File: src/rtl/uart_tx_arbiter.sv
// Round-robin arbiter that shares one UART transmitter among N_REQ byte
// producers. Grants one byte per transmission, issues the launch pulse, waits
// for the transmitter's done pulse, and recovers via a watchdog if it never
// arrives. An optional packet lock keeps multi-byte messages contiguous.
module uart_tx_arbiter #(
    parameter int unsigned  N_REQ   = 4,
    parameter int unsigned  BPS     = 9600,
    parameter int unsigned  CLK_FRE = 50_000_000,
    parameter int unsigned  TO_BITS = 12,
    localparam int unsigned IDW     = (N_REQ > 1) ? $clog2(N_REQ) : 1
) (
    input  logic               sys_clk,
    input  logic               sys_rst_n,
    input  logic [N_REQ-1:0]   req_valid,
    input  logic [8*N_REQ-1:0] req_data,
    input  logic [N_REQ-1:0]   req_last,
    output logic [N_REQ-1:0]   req_ready,
    output logic [7:0]         uart_tx_data,
    output logic               uart_tx_en,
    input  logic               uart_tx_done,
    output logic               busy,
    output logic [IDW-1:0]     grant_id,
    output logic               lock_active,
    output logic               tx_timeout
);

    localparam int unsigned TO_CYC = (CLK_FRE / BPS) * TO_BITS;
    localparam int unsigned WDW    = $clog2(TO_CYC + 1);

    typedef enum logic [1:0] {
        ST_IDLE   = 2'd0,
        ST_LAUNCH = 2'd1,
        ST_WAIT   = 2'd2
    } state_e;

    state_e             state_q, state_d;
    logic [7:0]         data_q, data_d;
    logic [IDW-1:0]     grant_q, grant_d;
    logic [IDW-1:0]     rr_q, rr_d;
    logic               lock_q, lock_d;
    logic               en_q, en_d;
    logic               to_q, to_d;
    logic               busy_q, busy_d;
    logic [WDW-1:0]     wd_q, wd_d;
    logic [WDW-1:0]     wd_inc;

    logic [N_REQ-1:0]   elig;
    logic               win_found;
    logic [IDW-1:0]     win_idx;

    // Eligible set: everyone valid when unlocked, only the lock owner when locked
    always_comb begin
        elig = req_valid;
        if (lock_q) begin
            elig = req_valid & (N_REQ'(1) << grant_q);
        end
    end

    // Round-robin search starting just after the last granted index
    always_comb begin
        int unsigned idx;
        win_found = 1'b0;
        win_idx   = '0;
        idx       = 0;
        for (int unsigned k = 1; k <= N_REQ; k++) begin
            idx = (32'(rr_q) + k) % N_REQ;
            if (!win_found && elig[idx]) begin
                win_found = 1'b1;
                win_idx   = IDW'(idx);
            end
        end
    end

    assign wd_inc = wd_q + WDW'(1);

    // Next-state and registered-output logic
    always_comb begin
        state_d   = state_q;
        data_d    = data_q;
        grant_d   = grant_q;
        rr_d      = rr_q;
        lock_d    = lock_q;
        wd_d      = wd_q;
        en_d      = 1'b0;
        to_d      = 1'b0;
        req_ready = '0;

        case (state_q)
            ST_IDLE: begin
                if (win_found) begin
                    req_ready = N_REQ'(1) << win_idx;
                    data_d    = req_data[8*win_idx +: 8];
                    grant_d   = win_idx;
                    rr_d      = win_idx;
                    lock_d    = ~req_last[win_idx];
                    en_d      = 1'b1;
                    state_d   = ST_LAUNCH;
                end
            end
            ST_LAUNCH: begin
                wd_d    = '0;
                state_d = ST_WAIT;
            end
            ST_WAIT: begin
                wd_d = wd_inc;
                if (uart_tx_done) begin
                    // Done beats a simultaneous watchdog expiry
                    state_d = ST_IDLE;
                end else if (wd_inc == WDW'(TO_CYC - 1)) begin
                    to_d    = 1'b1;
                    lock_d  = 1'b0;
                    state_d = ST_IDLE;
                end
            end
            default: begin
                state_d = ST_IDLE;
            end
        endcase

        busy_d = (state_d != ST_IDLE);
    end

    // State and output registers
    always_ff @(posedge sys_clk or negedge sys_rst_n) begin
        if (!sys_rst_n) begin
            state_q <= ST_IDLE;
            data_q  <= '0;
            grant_q <= '0;
            rr_q    <= IDW'(N_REQ - 1);
            lock_q  <= 1'b0;
            en_q    <= 1'b0;
            to_q    <= 1'b0;
            busy_q  <= 1'b0;
            wd_q    <= '0;
        end else begin
            state_q <= state_d;
            data_q  <= data_d;
            grant_q <= grant_d;
            rr_q    <= rr_d;
            lock_q  <= lock_d;
            en_q    <= en_d;
            to_q    <= to_d;
            busy_q  <= busy_d;
            wd_q    <= wd_d;
        end
    end

    assign uart_tx_data = data_q;
    assign uart_tx_en   = en_q;
    assign busy         = busy_q;
    assign grant_id     = grant_q;
    assign lock_active  = lock_q;
    assign tx_timeout   = to_q;

endmodule

File: config.mk
export PLATFORM = sky130hd
export DESIGN_NAME = uart_tx_arbiter
export DESIGN_NICKNAME = d
export VERILOG_FILES = /design/src/rtl/uart_tx_arbiter.sv
export SDC_FILE = /design/constraint.sdc
export NUM_CORES = 1
export LEC_CHECK = 0
export CAP_MARGIN = 20
export CELL_PAD_IN_SITES_DETAIL_PLACEMENT = 0
export CELL_PAD_IN_SITES_GLOBAL_PLACEMENT = 1
export CORE_MARGIN = 2
export CORE_UTILIZATION = 37
export CTS_BUF_LIST = sky130_fd_sc_hd__clkbuf_4 sky130_fd_sc_hd__clkbuf_8
export CTS_CLUSTER_DIAMETER = 150
export DETAILED_ROUTE_END_ITERATION = 6
export PLACE_DENSITY = 0.81
export RECOVER_POWER = 100
export SLEW_MARGIN = 20
export SYNTH_ARGS = -nofsm -noshare
export SYNTH_HDL_FRONTEND = slang
export SYNTH_SLANG_ARGS = --single-unit
File: constraint.sdc
create_clock -name sys_clk -period 2.6 [get_ports sys_clk]
set_input_delay 0.65 -clock sys_clk [delete_from_list [all_inputs] [get_ports sys_clk]]
set_output_delay 0.65 -clock sys_clk [all_outputs]
set_load 0.02 [all_outputs]
Yosys cells after proc, flatten, opt, wreduce, memory -nomap -nowiden
Cells that the tools add are included.
{"block": "totals", "reg_bits": 34, "latchBits": 0, "ramBits": 0, "rom_bits": 0, "n_memories": 0}
{"block": "op_classes", "n_addsub": 5, "n_mul": 0, "div": 0, "magnitude_cmp": 5, "n_eq_ne": 6, "shifts": 3, "n_mux": 35, "n_bitwise": 2, "reduce_logical": 12}
{"op": "$pmux W16 S2", "n": 1}
{"op": "$shiftx A32 B6 Y8", "n": 1}
{"op": "$mux W1", "n": 17}
{"op": "$add A16 B1 Y16 const B", "n": 1}
{"op": "$eq A16 B16 Y1 const B", "n": 1}
{"op": "$lt A2 B3 Y1 const B", "n": 5}
{"op": "$mux W2", "n": 7}
{"op": "$mux W4", "n": 3}
{"op": "$bmux W1 S2", "n": 5}
{"op": "$shl A1 B2 Y4 const A", "n": 2}
{"op": "$ne A2 B2 Y1 const B", "n": 3}
{"op": "$pmux W2 S3", "n": 1}
{"op": "$reduce_bool A2 Y1", "n": 3}
{"op": "$add A2 B1 Y2 const B", "n": 2}
{"op": "$add A2 B2 Y2 const B", "n": 2}
{"op": "$and A4 B4 Y4", "n": 1}
{"op": "$reduce_and A4 Y1", "n": 1}
{"op": "$logic_and A1 B1 Y1", "n": 3}
{"op": "$logic_not A1 Y1", "n": 3}
{"op": "$eq A2 B1 Y1 const B", "n": 1}
{"op": "$eq A2 B2 Y1 const B", "n": 1}
{"op": "$logic_not A2 Y1", "n": 1}
{"op": "$pmux W1 S2", "n": 1}
{"op": "$reduce_and A2 Y1", "n": 1}
{"op": "$not A1 Y1", "n": 1}

Longest topological paths before layout
{"block": "logic_depth", "word_depth": 20, "depth_mapped": 9, "mapped_depth_nobuf": 8}

Worst setup path after synthesis
Ideal clock, no wire load.
{"block": "synth_path", "path_kind": "register -> output", "start": "reg lock_q, in the netlist lock_active", "end": "out req_ready[1]", "t_arrival_ns": 2.005, "required_time_ns": 1.950, "setup_slack_ns": -0.055, "stages_incl_launch_ff": 8, "n_path_buf": 1, "path_cell_list": "dfrtp_1 clkbuf_1 a21boi_0 o21ai_0 a211oi_1 or3_1 nand2_1 a21oi_1"}
{"block": "synth_via", "elab_chain_cells": 16, "word_cells_on_any_way": 26}
{"element": "start, declared", "line_no": "40", "source": "logic lock_q, lock_d;"}
{"element": "start signal, assigned", "line_no": "140", "source": "lock_q <= lock_d;"}
{"element": "$mux W4 *", "line_no": "54", "source": "if (lock_q) begin"}
{"element": "$bmux W1 S2", "line_no": "67", "source": "if (!win_found && elig[idx]) begin"}
{"element": "$mux W1 (not written as such)", "line_no": "67"}
{"element": "$mux W1", "line_no": "67"}
{"element": "$logic_not A1 Y1", "line_no": "67"}
{"element": "$logic_and A1 B1 Y1", "line_no": "67"}
{"element": "$mux W1", "line_no": "67"}
{"element": "$logic_not A1 Y1", "line_no": "67"}
{"element": "$logic_and A1 B1 Y1", "line_no": "67"}
{"element": "$mux W1", "line_no": "67"}
{"element": "$logic_not A1 Y1", "line_no": "67"}
{"element": "$logic_and A1 B1 Y1", "line_no": "67"}
{"element": "$mux W2", "line_no": "67"}
{"element": "$shl A1 B2 Y4", "line_no": "91", "source": "req_ready = N_REQ'(1) << win_idx;"}
{"element": "$mux W4 *", "line_no": "90", "source": "if (win_found) begin"}
{"element": "$mux W4 *", "line_no": "88", "source": "case (state_q)"}
{"element": "end, declared", "line_no": "17", "source": "output logic [N_REQ-1:0] req_ready,"}
Every way passes the cells marked *; elsewhere a longest branch is shown, timed or not. The select of a mux whose other input is x is not followed.

Final worst setup path
{"block": "layout_path", "start": "in req_valid[3]", "end": "out req_ready[0]"}
{"block": "layout_via", "elab_chain_cells": 17, "word_cells_on_any_way": 27}
{"element": "start, declared", "line_no": "14", "source": "input logic [N_REQ-1:0] req_valid,"}
{"element": "$and A4 B4 Y4", "line_no": "55", "source": "elig = req_valid & (N_REQ'(1) << grant_q);"}
{"element": "$mux W4 *", "line_no": "54"}
{"element": "$bmux W1 S2", "line_no": "67"}
{"element": "$mux W1 (not written as such)", "line_no": "67"}
{"element": "$mux W1", "line_no": "67"}
{"element": "$logic_not A1 Y1", "line_no": "67"}
{"element": "$logic_and A1 B1 Y1", "line_no": "67"}
{"element": "$mux W1", "line_no": "67"}
{"element": "$logic_not A1 Y1", "line_no": "67"}
{"element": "$logic_and A1 B1 Y1", "line_no": "67"}
{"element": "$mux W1", "line_no": "67"}
{"element": "$logic_not A1 Y1", "line_no": "67"}
{"element": "$logic_and A1 B1 Y1", "line_no": "67"}
{"element": "$mux W2", "line_no": "67"}
{"element": "$shl A1 B2 Y4", "line_no": "91"}
{"element": "$mux W4 *", "line_no": "90"}
{"element": "$mux W4 *", "line_no": "88"}
Marked as above.

==> flow_summary.toml <==
[final_layout]
syn_to_final_growth_pct = 42.4
layout.nets = 405
final_cell_mix = "clkdlybuf4s50_1, nand2_1, dfrtp_1"
drive_above_1_share_pct = 19.9
final_common_cell = "clkdlybuf4s50_1"
fin_util_pct = 53.6
diodes = 0

[detailed_routing]
drtIter0Drc = 70
ant_nets = 0
wl_per_cell_um = 14.8
vias = 2276
vias_per_cell = 5.24
routed_wl_um = 6400
drc = 0
dr.pass1.iters = 4

[grt]
antenna_found_initial = 0
grt_pass1_wl_um = 10900
grt_usage_pct = 18.9
grt_max_degree = 35
grt_overflow = 0
first_global_vias = 2187

[die]
num_rows = 29
initial_core_util_pct = 37.6
die_h_um = 83.7
ios = 61
dieArea_um2 = 7000
core_area_um2 = 6240
fp.dieW_um = 83.7

[timing]
finalMaxSlewViolations = 0
timing.final.crit_share_pct = 97.4
setup_ws_ps = 67.1
finClkSkew_ps = 7.50
fin_crit_ps = 2530
max_slew.worst_pin.slew_ps = 873
max_slew_margin_pct = 41.8
rsz0062_at_grt = "yes"
hold_viol = 0
setup_viol_count_final = 0
whs_ps = 491
max_freq_ghz = 0.395

[clocking]
clk_latency_ps = 290
cts_sinks = 34
numCtsBuffers = 5
tritoncts = "built"
clkTransAtPathRegs_ps = 70
ctsHoldBuffers = 0
root_buffer = "clkbuf_8"
cts_buffer_depth = 2
htreeDepth = 2

[setup_path]
worstPathRequired_ps = 1950
cp_max_fo = 3
crit_chain = "clkdlybuf4s15_1 -> nand2b_1 -> o21ai_1 -> a211oi_2 -> or3_4 -> nand2_4 -> nor2_1 -> buf_4"
worst-setup-path-type = "primary input to output pin"
cp-start-kind = "primary input"
cp-end-kind = "output pin"
critPathSlowestCell = "or3_4"
reg2reg_depth = 8
max_stage_delay_ps = 420
worst_ep_arrival_time_ps = 1880

[power_and_ir_drop]
power_switching_mw = 1.47
power_density_nw_per_um2 = 1060
combPwrFrac_pct = 60.9
p_clk_share_pct = 16.6
seqPwrFrac_pct = 22.5
fin_total_pwr_mw = 3.55
internal_power_mw = 2.08
leakage_nw = 1.45
vdd_ir_drop_max_uv = 553
swShare_pct = 41.3

[placement]
portBuffers = 60
place_congestion = 0.804
hpwl_um = 4790
preCtsSetupSlack_ps = -708

[worst_hold_path]
hold_depth = 2
min_path_type = "flip-flop to flip-flop"

[logic_synthesis]
synth_warnings = 0
ys_async_sr_fraction_pct = 100
synth.avg_cell_area_um2 = 8.47
seq_area_frac_synth_pct = 36.4
syn_inst = 277
ys_ff_latch = 34
synth_cell_types = 56
synth_fp_nets = 326
synth_ff_type = "dfrtp_1"
synth_edf_count = 0
synthesis.area_um2 = 2350

[status]
outcome = "finished clean"

[flow_run]
cap_violations = 0
[cells in the mapped netlist (3+ instances only)]
master	instances	area, um2
nand2_1	54	203
dfrtp_1	32	801
mux2i_1	21	210
nor2_1	20	75.1
o21ai_0	17	85.1
inv_1	11	41.3
a21oi_1	10	50.1
nand3_1	8	40.0
o221ai_1	8	70.1
o31ai_1	8	60.1
clkbuf_1	7	26.3
ha_1	6	75.1
nand2b_1	5	31.3
buf_2	4	20.0
nand4_1	4	25.0
or2_2	4	25.0
or3_1	4	25.0
nor3_1	3	15.0
o22ai_1	3	18.8
xnor2_1	3	26.3
[cells by family after synthesis]
group	Yosys count	synth area share, %
xor gates and xnor gates	3	1.12
and+or+nand+nor	118	25.8
buffers and inverters	27	4.90
AOI/OAI and AO/OA	67	19.2
muxes	22	9.43
DFF	34	36.4
adders and majority gates	6	3.20
[what timing repair did]
item / 4_1_cts / 5_1_grt
endpoints found under the setup margin: 4 / 5
gates cloned: 0 / 0
setup buffers: 0 / 2
pin swaps: 0 / 7
gates resized for setup: 32 / 18
endpoints found under the hold margin: 0 / 0
[path summary, 6_finish.rpt]
path	to	slack (ps)	startpoint
setup / recovery	req_ready[0]	70	req_valid[3]
setup reg to reg	state_q[0]	110	wd_q[0]
hold reg to reg	uart_tx_data[7]	490	uart_tx_data[7]
min in group asynchronous	grant_id[0]	1020	sys_rst_n
hold / removal	uart_tx_data[7]	490	uart_tx_data[7]
max in group asynchronous	grant_id[1]	980	sys_rst_n
[power groups by stage]
stage,registers [mW],logic (mW),clock network (mW)
3_5_place_dp,0.803,2.11,0
2_1_floorplan,0.897,1.15,0
5_1_grt,0.821,2.39,0.628
6_report,0.797,2.16,0.590
4_1_cts,0.793,2.14,0.603
3_3_place_gp,0.799,2.09,0
[state kept, by name, indices dropped and copies added (netlist names)]
signal / cells
wd_q: 16
uart_tx_en: 1
tx_timeout: 1
lock_active: 1
uart_tx_data: 8
grant_id: 2
state_q: 2
rr_q: 2
busy: 1
[area by class of cell]
cell class	instances	area, um2
timing repair buffer	87	778
clock inverter	3	68.8
multi-input combinational	216	1430
inverter	12	47.5
fill	588	2900
sequential	34	856
tap	77	96.3
clock buffer	5	68.8
[routing by layer]
layer  GRT usage (%)  share of wire (%)  up-vias
met4            4.40               0.92        0
met5               0                  0        -
met2            28.9                 42       70
met1            27.3                 51     1054
li1                -                  -     1145
met3            4.15                5.2        7
[worst max-delay path: cells and delay by family]
| kind | cells | cell delay [ps] |
|---|---|---|
| AND/OR/NAND/NOR | 4 | 630 |
| AO/OA/AOI/OAI | 2 | 240 |
| buffers and inverters | 2 | 360 |
[per-stage QoR]
step	cells	TNS, ps	cell area [um2]
2_1_floorplan	277	-9.32	2350
3_3_place_gp	424	-3440	3180
3_5_place_dp	424	-4040	3180
4_1_cts	432	0	3320
5_1_grt	434	-43.2	3340
6_report	434	0	3340
Note: power is estimated with default switching activity, not from simulation.
